[config.mk]
export PLATFORM = sky130hd
export DESIGN_NAME = div8_seq
export DESIGN_NICKNAME = d
export VERILOG_FILES = /design/src/rtl/div8_seq.sv
export SDC_FILE = /design/constraint.sdc
export NUM_CORES = 1
export LEC_CHECK = 0
export CAP_MARGIN = 5
export CORE_UTILIZATION = 57
export DETAILED_ROUTE_END_ITERATION = 8
export PLACE_DENSITY = 0.95
export SETUP_SLACK_MARGIN = 0.02
export SYNTH_ARGS = -nofsm -noshare
export SYNTH_HDL_FRONTEND = slang
export SYNTH_SLANG_ARGS = --single-unit
[constraint.sdc]
create_clock -name CK -period 3.76 [get_ports CK]
set_clock_uncertainty 0.05 [all_clocks]
set_input_delay 0.376 -clock CK [delete_from_list [all_inputs] [get_ports CK]]
set_output_delay 0.376 -clock CK [all_outputs]
set_load 0.01 [all_outputs]
[src/rtl/div8_seq.sv]
`default_nettype none
// ============================================================================
// Module   : div8_seq
// Purpose  : Sequential 8-bit unsigned divider. Restoring shift-and-subtract,
//            one quotient bit per clock, MSB first, with a START/DONE
//            handshake. Divide-by-zero short-circuits to Q=FF, R=A, DZ=1.
// Ports    : CK     - system clock, rising edge
//            RSTn   - asynchronous active-low reset
//            START  - division request, sampled only while idle
//            A, B   - dividend / divisor, captured on the accepting edge
//            Q, R   - registered quotient / remainder
//            BUSY   - high while a division is in progress (RUN or FIN)
//            DONE   - one-cycle pulse, results valid from this cycle on
//            DZ     - divide-by-zero flag for the last result
// Revision : 1.0  initial release
// ============================================================================
module div8_seq (
  input  logic       CK,
  input  logic       RSTn,
  input  logic       START,
  input  logic [7:0] A,
  input  logic [7:0] B,
  output logic [7:0] Q,
  output logic [7:0] R,
  output logic       BUSY,
  output logic       DONE,
  output logic       DZ
);

  localparam logic [1:0] c_IDLE = 2'd0;
  localparam logic [1:0] c_RUN  = 2'd1;
  localparam logic [1:0] c_FIN  = 2'd2;

  logic [1:0] r_state;
  logic [1:0] w_stateNext;

  logic [7:0] r_quoShift;   // dividend shifting out, quotient shifting in
  logic [7:0] r_divisor;
  logic [7:0] r_partRem;    // always < divisor, so 8 bits suffice
  logic [2:0] r_iterCnt;

  logic [8:0] w_trial;
  logic       w_fits;
  logic [7:0] w_remNext;
  logic [7:0] w_quoNext;

  // One restoring step. When the trial value fits, T-DV < 256, so the low
  // 8 bits of the modular difference are exact.
  always_comb begin
    w_trial   = {r_partRem, r_quoShift[7]};
    w_fits    = (w_trial >= {1'b0, r_divisor});
    w_remNext = w_fits ? (w_trial[7:0] - r_divisor) : w_trial[7:0];
    w_quoNext = {r_quoShift[6:0], w_fits};
  end

  // State register
  always_ff @(posedge CK or negedge RSTn) begin
    if (!RSTn) begin
      r_state <= c_IDLE;
    end else begin
      r_state <= w_stateNext;
    end
  end

  // Next-state logic
  always_comb begin
    w_stateNext = r_state;
    case (r_state)
      c_IDLE: begin
        if (START) begin
          w_stateNext = (B == 8'd0) ? c_FIN : c_RUN;
        end
      end
      c_RUN: begin
        if (r_iterCnt == 3'd7) begin
          w_stateNext = c_FIN;
        end
      end
      c_FIN:   w_stateNext = c_IDLE;
      default: w_stateNext = c_IDLE;
    endcase
  end

  // Outputs decoded from registered state only
  always_comb begin
    BUSY = (r_state != c_IDLE);
    DONE = (r_state == c_FIN);
  end

  // Datapath and result registers. Results are written only on the edge
  // that enters FIN, so Q/R/DZ hold across a division in progress.
  always_ff @(posedge CK or negedge RSTn) begin
    if (!RSTn) begin
      r_quoShift <= 8'd0;
      r_divisor  <= 8'd0;
      r_partRem  <= 8'd0;
      r_iterCnt  <= 3'd0;
      Q          <= 8'd0;
      R          <= 8'd0;
      DZ         <= 1'b0;
    end else begin
      case (r_state)
        c_IDLE: begin
          if (START) begin
            if (B != 8'd0) begin
              r_quoShift <= A;
              r_divisor  <= B;
              r_partRem  <= 8'd0;
              r_iterCnt  <= 3'd0;
            end else begin
              Q  <= 8'hFF;
              R  <= A;
              DZ <= 1'b1;
            end
          end
        end
        c_RUN: begin
          r_partRem  <= w_remNext;
          r_quoShift <= w_quoNext;
          r_iterCnt  <= r_iterCnt + 3'd1;
          if (r_iterCnt == 3'd7) begin
            Q  <= w_quoNext;
            R  <= w_remNext;
            DZ <= 1'b0;
          end
        end
        default: begin
        end
      endcase
    end
  end

endmodule
`default_nettype wire

# Word level (Yosys, flattened, before mapping)
# Cells that the tools add are included.
# word_totals
reg_bits,46
elab_cells,53
in_bits,19
output_inout_bits,19
# classes
n_mux,26
eq_ne,7
n_addsub,2
order_cmp,1
reduce_logical,9
# ops
operator,count
$mux W8,11
$pmux W8 S2,4
$ge A9 B8 Y1,1
$logic_not A8 Y1,1
$ne A2 B2 Y1 const B,4
$reduce_bool A8 Y1,1
$sub A8 B8 Y8,1
$mux W2,3
$mux W3,2
$pmux W3 S2,1
$reduce_and A3 Y1,2
$pmux W2 S2,1
$reduce_and A4 Y1,1
$reduce_bool A2 Y1,2
$add A3 B1 Y3 const B,1
$eq A3 B3 Y1 const B,1
$mux W1,3
$eq A2 B1 Y1 const B,1
$eq A2 B2 Y1 const B,1
$logic_not A2 Y1,1
$pmux W1 S2,1
$reduce_and A2 Y1,1

# Longest topological paths before layout
# depth
depth_word,4
mapped_depth,9
depth_no_buf,9

# Least setup slack after synthesis
# OpenSTA, ideal clock, no wires.
# synth_timing
path_kind,reg2reg
start,register r_quoShift[7]
end,register r_partRem[6]
arrival_ns,1.935
path_slack_ns,1.649
synth_period_minus_slack_ns,2.111
n_path_buf,0
stages_incl_launch_ff,10
setup_ns,0.126
required_ns,3.584
cell_sequence,dfrtp_1 -> inv_1 -> ha_1 -> fa_1 -> nand2b_1 -> a21oi_1 -> a21o_1 -> a21oi_1 -> xnor2_1 -> a221o_1
# synth_via
elab_chain_cells,3
elab_cells_between_ends,4
classes_between,add/sub: 1; order compare: 1; mux: 2
# synth_lines
element,line_no,source
from (decl),37,logic [7:0] r_quoShift;
from (signal assigned),119,r_quoShift <= w_quoNext;
$sub A8 B8 Y8 or $ge A9 B8 Y1 (tied branches),"52, 51",
$mux W8 *,52,w_remNext = w_fits ? (w_trial[7:0] - r_divisor) : w_trial[7:0];
$pmux W8 S2 *,102,case (r_state)
to (signal assigned),118,r_partRem <= w_remNext;
to (decl),39,logic [7:0] r_partRem;
# Every way passes the cells marked *; elsewhere a longest branch is shown, timed or not.
# A chain may end at the register's enable or synchronous reset.

# Worst setup path in the final report
# layout_timing
start,register r_state[0]
end,register R[7]
# layout_via
elab_chain_cells,3
elab_cells_between_ends,8
classes_between,eq/ne: 4; mux: 1; reduce/logical: 3
# layout_lines
element,line_no,source
from (decl),34,logic [1:0] r_state;
from (signal assigned),59,r_state <= c_IDLE;
from (signal assigned),61,r_state <= w_stateNext;
$eq A2 B1 Y1 or $logic_not A2 Y1 (tied branches),102,
$ne A2 B2 Y1 (no source line) or $reduce_bool A2 Y1 (tied branches),--,
$reduce_and A4 Y1 (no source line),--,
to (signal assigned),123,R <= w_remNext;
to (decl),24,"output logic [7:0] R,"
# Parallel ways exist; a longest one is shown, timed or not.

==> impl_results.md <==
* Routed WL at 5617 µm
* Worst Path Buf+Inv at 1
* Synth area leader: dfrtp_1
* Worst path top cell family by delay: simple AND/OR/NAND/NOR gates
* Main area contributors after synthesis: dfrtp_1 48%, nand2_1 6.2%, ha_1 5.3%
* Routed WL per cell at 17.18 µm
* Synth Instances at 241
* Layout area overhead at 19.71%
* Critical Path Most Common Cell: nand2_1
* Leakage power total at 1.282 nW
* Number of CTS-inserted buffers at 5
* Initial Utilization at 59.37%
* Seq/Total Area, Yosys at 48.47%
* Synth cell types at 46
* I/O Pins at 38
* Hold buffer count at CTS at 0
* Worst-skew pair later-pin latency at 310 ps
* Reg-to-reg critical path endpoint: R[7]$_DFFE_PN0P_
* Status: finished, final reports clean
* Hold Path Class: in -> async
* Detailed Routing Iterations Pass 1 at 5
* Layout cells sized above 1 at 7.942%
* Data required, critical path at 3940 ps
* Vias in the first global route at 1873
* Measured slew at the worst slew-check pin at 997.8 ps
* Drt via density at 6.205
* Crit-path max FO at 24
* Post-route ant nets at 0
* Critical Path Max Stage Delay at 550 ps
* R2R setup slack at 1220 ps
* Cells on worst reg2reg path at 6
* Htree depth at 2
* Peak VDD IR at 0.5887 mV
* Worst reg2reg startpoint: r_state[0]$_DFFE_PN0P_
* Final WS setup at 1215 ps
* Most used standard cell by instance count after synthesis: dfrtp_1
* Buffers on Ports at 37
* Clock transition at the registers of the reported paths at 90 ps
* Max-cap violations at 0
* Final Core Density at 71.07%
* Post-cts resize count at 0
* First-pass GRT wire length at 8901 µm
* Endpoints failing setup at 0
* Core area at 4000 µm²
* FP Rows at 23
* Crit path launch type: flop
* Final min period at 2545 ps
* Detailed Route Iter0 Violations at 170
* Overflow after GRT at 0
* Arr. time, crit path at 2720 ps
* Unrepaired setup endpoints after global routing: false
* Setup TNS at 0 ps
* F_max at 393.0 MHz
* Remaining DRCs at 0
* Fraction of registers with async set/reset at 100.0%
* Power per cell area at 1054 nW/µm²
* Synth Net Count at 271
* Final Hold Fails at 0
* Mapped Area at 2375 µm²
* Critical setup path kind: reg -> reg
* Post-synth EDFFs at 0
* Post-CTS Setup Inserts at 0
* Initial antenna violation count at 0
* Die ar. at 4428 µm²
* Final period utilization at 67.68%
* Die width at 66.55 µm
* Synthesized flop and latch total at 46
* Dpl hpwl at 3947 µm
* Tot GR Track Use at 27.57%
* Pin count of the biggest net entering global routing at 47
* Die Ht at 66.55 µm
* Top cells by count, synth: 46 x dfrtp_1, 39 x nand2_1, 26 x nor2_1, 12 x inv_1
* Synthesis Warnings at 0
* CTS tree: done
* Worst path cell trace: nor2b_1, buf_4, nand2_1, nand2_1, and3_1, a221oi_2
* CTS sink count at 46
* Nets at 306
* Rel. slew slack at 33.48%
* Inserted Diodes at 0
* Via count at 2029
* Crit. End Element: flop
* Top-area cell type share of the netlist area at 48.47%
* Clock Tree Buf Depth at 2
* Synth Area per Inst at 9.854 µm²
* Slew Viols, Final at 0
* Worst path slowest cell: nand2_1
* Commonest register cell after synthesis: dfrtp_1
* Place WS at 1100 ps
* Clk Tree Root Cell: clkbuf_8
* Placer Congestion at 0.8617
power by group:
part           internal, mW  switching, mW
Combinational         0.791          0.977
Sequential            0.747          0.175
Clock                 0.131          0.175
layout make-up:
class                   instances  area, µm²
fillers                       289       1157
clock buffers                   6      72.57
flip-flops and latches         46       1151
inverters                      12      45.04
repair buffers                 38      372.9
well taps                      50      62.56
multi-input cells             173       1125
clock inverters                 2      13.76
worst max path at each step:
stage                              start  cells past startpoint                        to  slack (ps)
2_1_floorplan  r_quoShift[7]$_DFFE_PN0P_                      9  r_partRem[6]$_DFFE_PN0P_        1650
3_3_place_gp                        B[3]                      6          R[6]$_DFFE_PN0P_        1200
3_5_place_dp                        B[7]                      6          R[6]$_DFFE_PN0P_        1100
4_1_cts         r_iterCnt[0]$_DFFE_PN0P_                      6          R[7]$_DFFE_PN0P_        1240
5_1_grt         r_iterCnt[0]$_DFFE_PN0P_                      6          R[7]$_DFFE_PN0P_        1040
6_report          r_state[0]$_DFFE_PN0P_                      6          R[7]$_DFFE_PN0P_        1220
stage by stage:
step | cell area [µm²] | hold slack, ps | total power, mW | std cells
final | 2843 | 174.7 | 2.996 | 327
after global routing | 2843 | 263.8 | 3.184 | 327
after CTS | 2843 | 213.7 | 2.973 | 327
after detailed placement | 2756 | 417.7 | 2.638 | 319
after global placement | 2756 | 414.4 | 2.566 | 319
after floorplan | 2375 | 30.41 | 2.134 | 241
registers in the layout, summed over array words and instances, names as in the netlist:
signal      flops
Q               8
R               8
r_divisor       8
r_partRem       8
r_quoShift      8
r_iterCnt       3
r_state         2
DZ              1
kinds of logic (layout without fill, tap and decap cells):
group / Yosys count / count (layout) / synth area share [%]
buf+inv: 22 / 58 / 4.162
xor+xnor: 4 / 4 / 1.476
compound gates: 62 / 62 / 18.70
fa+ha+maj: 11 / 11 / 6.112
flops: 46 / 46 / 48.47
simple gates: 88 / 88 / 17.33
mux: 8 / 8 / 3.741
placed cells by master, fill, tap and decap left out, drive strengths merged, types with 4 or more instances in the layout:
cell type,Yosys,final
a21o,7,7
clkdlybuf4s50,0,36
o21ai,13,13
mux2,4,4
nand2,39,39
inv,12,12
o22a,9,9
mux2i,4,4
dfrtp,46,46
nand2b,4,4
ha,10,10
nand3,4,4
a31oi,8,8
a21oi,9,9
nor2,27,27
clkbuf,4,6
routing by layer:
layer	part of all wire (%)	global-route usage, %
met5	0	0
met4	3.0	14.89
met3	7.1	6.164
met2	48	42.05
met1	42	36.22
Power figures use the tool's default switching activity.
==> RTL change 1, RTL diff (config.mk and constraints unchanged) <==
Register the inputs `START`, `A` and `B` before use, with the module's reset. The logic sees them one clock later.
--- a/src/rtl/div8_seq.sv
+++ b/src/rtl/div8_seq.sv
@@ -30,6 +30,22 @@
   localparam logic [1:0] c_IDLE = 2'd0;
   localparam logic [1:0] c_RUN  = 2'd1;
   localparam logic [1:0] c_FIN  = 2'd2;
+
+  logic START_q;
+  logic [7:0] A_q;
+  logic [7:0] B_q;
+
+  always_ff @(posedge CK or negedge RSTn) begin
+    if (!RSTn) begin
+      START_q <= '0;
+      A_q     <= '0;
+      B_q     <= '0;
+    end else begin
+      START_q <= START;
+      A_q     <= A;
+      B_q     <= B;
+    end
+  end
 
   logic [1:0] r_state;
   logic [1:0] w_stateNext;
@@ -67,8 +83,8 @@
     w_stateNext = r_state;
     case (r_state)
       c_IDLE: begin
-        if (START) begin
-          w_stateNext = (B == 8'd0) ? c_FIN : c_RUN;
+        if (START_q) begin
+          w_stateNext = (B_q == 8'd0) ? c_FIN : c_RUN;
         end
       end
       c_RUN: begin
@@ -101,15 +117,15 @@
     end else begin
       case (r_state)
         c_IDLE: begin
-          if (START) begin
-            if (B != 8'd0) begin
-              r_quoShift <= A;
-              r_divisor  <= B;
+          if (START_q) begin
+            if (B_q != 8'd0) begin
+              r_quoShift <= A_q;
+              r_divisor  <= B_q;
               r_partRem  <= 8'd0;
               r_iterCnt  <= 3'd0;
             end else begin
               Q  <= 8'hFF;
-              R  <= A;
+              R  <= A_q;
               DZ <= 1'b1;
             end
           end
Check against the original RTL: not equivalent (Yosys sat finds a counterexample within 4 cycles, from zero or initial values and one cycle with RSTn low).
==> RTL change 1 against the unedited design <==
Design area up 19%; sequential cell count rose by 17; critical endpoint is now R[0]; total power is 14% higher; largest power group unchanged; die area increased by 16%; count of clock-buffer cells in the layout increased by 3; setup slack got worse by 0.048 ns; sequential power is 19% higher; highest routed layer unchanged; area after synthesis grew 17%; critical path depth increased by 1; routed wire length rose by 4.8%; global-route usage is 1.7 points lower; fmax is 1.9% lower.
==> RTL change 1: results (changes against the unedited design) <==
[run_status]
status = complete, no violations  ; unchanged

[synthesis]
seq_area_frac_synth = 0.568  ; was 0.485
synth_xor_area_frac = 0.0158  ; was 0.0148
synth.top_cells.by_count = dfrtp_1 (63), nand2_1 (32), nor2_1 (23)  ; was dfrtp_1 (46), nand2_1 (39), nor2_1 (26)
synth_compound_area_frac = 0.165  ; was 0.187
synth_cell_types = 41  ; was 46
synthAdderAreaFrac = 0.0523  ; was 0.0611
synth_mux_area_frac = 0.0306  ; was 0.0374
syn_nets = 282  ; was 271
synth_area_per_cell_um2 = 11.0  ; was 9.85 um2
synth_area_leaders = dfrtp_1 (57%), ha_1 (4.5%), nand2_1 (4.3%)  ; was dfrtp_1 (48%), nand2_1 (6.2%), ha_1 (5.3%)

[global_route]
met1_usage = 0.311  ; was 0.362
grt_use_met2 = 0.438  ; was 0.420
grt_util_met3 = 0.0534  ; was 0.0616
grt_use_total = 0.258  ; was 0.276
grt_pass1_vias = 2173  ; was 1873
grt_pass1_wl_um = 9890  ; was 8900 um

[detailed_routing]
vias = 2100  ; was 2029
met3WireLength_um = 342  ; was 396 um
wl_met1_um = 2260  ; was 2340 um
routed_wl_um = 5890  ; was 5620 um
drtPass1Iterations = 4  ; was 5
wl_met2_um = 3130  ; was 2710 um

[worst_setup_path]
r2r_slack_ns = 1.17  ; was 1.22 ns
crit_fanout = 8  ; was 24
critical_path.slowest_cell = a41oi_4  ; was nand2_1
cp.arrival_ns = 2.77  ; was 2.72 ns
slowest_delay_ns = 0.43  ; was 0.55 ns
r2r_end = R[0]  ; was R[7]
r2r_cells = 7  ; was 6

[placement]
place_ws_ns = 1.24  ; was 1.10 ns
dpl.hpwl_um = 4030  ; was 3950 um
place_congestion = 0.893  ; was 0.862
dp.cells = 336  ; was 319
place_area_um2 = 3170  ; was 2760 um2

[pwr]
max-vdd-ir-drop_mv = 0.659  ; was 0.589 mV
p_clk_uw = 650  ; was 306 uW
power_density_nw_per_um2 = 1010  ; was 1050 nW/um2
leakagePower_nw = 1.49  ; was 1.28 nW
power.internal_mw = 2.08  ; was 1.67 mW
totalPowerFinal_mw = 3.41  ; was 3.00 mW
p_seq_mw = 1.10  ; was 922 uW

[sta]
worstMarginPinSlew_ns = 0.983  ; was 0.998 ns
holdWs_ns = 0.137  ; was 0.175 ns
fin_crit_sh = 0.690  ; was 0.677

[finish]
fillCellCount = 328  ; was 289
final_cells = 353  ; was 327
final_nets = 324  ; was 306

[clock_tree]
cts_buffers = 9  ; was 5
cts_max_level = 3  ; was 2
clock_latency_ns = 0.34  ; was 0.31 ns

RTL change 1: changes by cell type after synthesis, sizes merged, moves of 2 or more:
| cell | before | now |
|---|---|---|
| or4 | 0 | 2 |
| nand2 | 39 | 33 |
| nor2 | 27 | 23 |
| nand3 | 4 | 2 |
| and3 | 2 | 0 |
| o21a | 0 | 2 |
| nor4 | 3 | 0 |
| xnor2 | 2 | 4 |
| or3 | 0 | 5 |
| o21ai | 13 | 24 |
| buf | 6 | 4 |
| dfrtp | 46 | 63 |
| a21o | 7 | 4 |
| o22a | 9 | 7 |
RTL change 1: layout make-up:
class / count / share of cell area
Tap cell: 54 / 0.0199
Clock inverter: 7 / 0.0284
Timing Repair Buffer: 40 / 0.114
Multi-Input combinational cell: 167 / 0.322
Sequential cell: 63 / 0.464
Inverter: 13 / 0.0144
Clock buffer: 9 / 0.0365
==> RTL change 2, RTL diff (config.mk and constraints unchanged) <==
Without the edit above. Make the reset (`RSTn`) synchronous in 2 clocked blocks. Comments in the files are not updated.
--- a/src/rtl/div8_seq.sv
+++ b/src/rtl/div8_seq.sv
@@ -54,7 +54,7 @@
   end
 
   // State register
-  always_ff @(posedge CK or negedge RSTn) begin
+  always_ff @(posedge CK) begin
     if (!RSTn) begin
       r_state <= c_IDLE;
     end else begin
@@ -89,7 +89,7 @@
 
   // Datapath and result registers. Results are written only on the edge
   // that enters FIN, so Q/R/DZ hold across a division in progress.
-  always_ff @(posedge CK or negedge RSTn) begin
+  always_ff @(posedge CK) begin
     if (!RSTn) begin
       r_quoShift <= 8'd0;
       r_divisor  <= 8'd0;
Function: differs if RSTn is asserted again (counterexample within 4 cycles, from zero or initial values and one cycle with RSTn low); with RSTn held inactive, the same outputs for 10 cycles.
==> RTL change 2 against the unedited design <==
Setup slack got worse by 0.035 ns; design area increased by 1.4%; via count grew 8.5%; synthesized cell count is 18% higher; non-clock buffer count is 2 higher; sequential cell count did not move; area after synthesis increased by 1.4%; routed wire length rose by 3.2%.
Power is not compared: it rests on default switching activity, and its combinational part moved more than twofold at a synthesized area within 25%.
==> RTL change 2: results (changes against the unedited design) <==
[global_route]
antenna_found_initial = 0  ; unchanged
grt_use_total = 0.281  ; was 0.276
grt_pass1_wl_um = 9370  ; was 8900 um
grt_pass1_vias = 2065  ; was 1873
grt_max_degree = 31  ; was 47

[finish]
final_nets = 344  ; was 306
diodes = 0  ; unchanged
drive_above_1_share = 0.0508  ; was 0.0794

[worst_setup_path]
cp.arrival_ns = 2.68  ; was 2.72 ns
r2r_end = R[6]  ; was R[7]
crit_fanout = 13  ; was 24
r2r-start = r_iterCnt[0]  ; was r_state[0]
r2r_cells = 7  ; was 6
r2r_slack_ns = 1.18  ; was 1.22 ns

[detailed_routing]
via_per_inst = 6.03  ; was 6.20
drtPass1Iterations = 4  ; was 5
routed_wl_um = 5800  ; was 5620 um
initialDrtViolationCount = 225  ; was 170

[synthesis]
syn_nets = 314  ; was 271
synth-main-ff-cell = dfxtp_1  ; was dfrtp_1
synth.top_cells.by_count = dfxtp_1 (46), nand2_1 (37), nand3_1 (19)  ; was dfrtp_1 (46), nand2_1 (39), nor2_1 (26)
yosysWarnings = 0  ; unchanged
synth_cell_types = 49  ; was 46
synthArstFlopShare = 0  ; was 1.00
synth_area_leaders = dfxtp_1 (38%), nand2_1 (5.8%), ha_1 (5.2%)  ; was dfrtp_1 (48%), nand2_1 (6.2%), ha_1 (5.3%)
seq_area_frac_synth = 0.382  ; was 0.485

[pwr]
max-vdd-ir-drop_mv = 0.281
switchingPower_uw = 461
leakagePower_nw = 1.15

[clock_tree]
cts_setup_buffers = 0  ; unchanged
clock_latency_ns = 0.30
clkSlewWorstSetupHoldPaths_ns = 0.08
cts_tree = yes  ; unchanged
cts_max_level = 2  ; unchanged
cts_resized = 0  ; unchanged

[worst_hold_path]
hold_depth = 2
min_path_type = reg2reg  ; was in2async
hp-start = r_divisor[5]

[placement]
place_congestion = 0.852  ; was 0.862
io_buffers = 37  ; unchanged
dpl.hpwl_um = 4090  ; was 3950 um

[run_status]
status = complete, no violations  ; unchanged

[sta]
maxSlewHeadroom = 0.197  ; was 0.335

## RTL change 2: worst max-delay path by stage
stage                  from   end  slack [ns]  cells after the start
4_1_cts        r_iterCnt[0]  R[6]        1.20                      7
2_1_floorplan  r_divisor[6]  R[7]        1.68                      8
3_5_place_dp           B[1]  R[5]        1.05                      6
6_report       r_iterCnt[0]  R[6]        1.18                      7
3_3_place_gp           B[0]  R[5]        1.17                      6
5_1_grt        r_iterCnt[0]  R[6]        1.02                      7
## RTL change 2: power by group through the flow
stage / combinational [mW] / sequential [mW] / clock (mW)
after floorplan: 0.361 / 0.544 / 0
after global placement: 0.437 / 0.549 / 0
after detailed placement: 0.455 / 0.551 / 0
after CTS: 0.461 / 0.540 / 0.305
after global routing: 0.512 / 0.544 / 0.323
final: 0.469 / 0.541 / 0.300
## RTL change 2: logic make-up (layout without fill, tap and decap cells)
kind of cell	count (synthesis)	after routing	share of synthesized area
buffers and inverters	28	59	0.0457
AO/OA/AOI/OAI	82	82	0.253
flip-flops	46	46	0.382
XOR/XNOR	3	3	0.0109
AND/OR/NAND/NOR	113	113	0.244
adder cells (fa/ha/maj)	11	11	0.0603
multiplexers	1	1	0.00416
## RTL change 2: area by class of cell
class / instances / area [um2]
inverter: 11 / 41.3
clock inverter: 2 / 13.8
clock buffer: 6 / 72.6
timing repair buffer: 40 / 393
multi-input combinational: 210 / 1380
sequential: 46 / 921
tap: 50 / 62.6
fill: 293 / 1150
## RTL change 2: worst max-delay path, stage by stage, from the launching register on
cell,delay [ns]
dfxtp_1,0.34
ha_1,0.20
ha_1,0.19
and3b_1,0.21
a41oi_1,0.89
o21ai_0,0.24
a32oi_1,0.21
o41ai_1,0.09
## RTL change 2: per-stage QoR
stage | instances | cell area [um2] | power (mW) | hold WS [ns] | setup WS [ns]
finish | 365 | 2880 | 1.31 | 0.420 | 1.18
global route | 365 | 2880 | 1.38 | 0.440 | 1.02
CTS | 365 | 2880 | 1.31 | 0.421 | 1.20
detailed placement | 357 | 2800 | 1.01 | 0.410 | 1.05
global placement | 357 | 2800 | 0.987 | 0.402 | 1.17
floorplan | 284 | 2410 | 0.905 | 0.389 | 1.68
## RTL change 2: layer usage
layer  vias up  part of all wire  GRT usage
met1      1047              0.43      0.333
met3        10             0.047     0.0702
met2        62              0.50      0.470
li1       1082                 -          -
met4         0             0.019      0.130
met5         -                 0          0
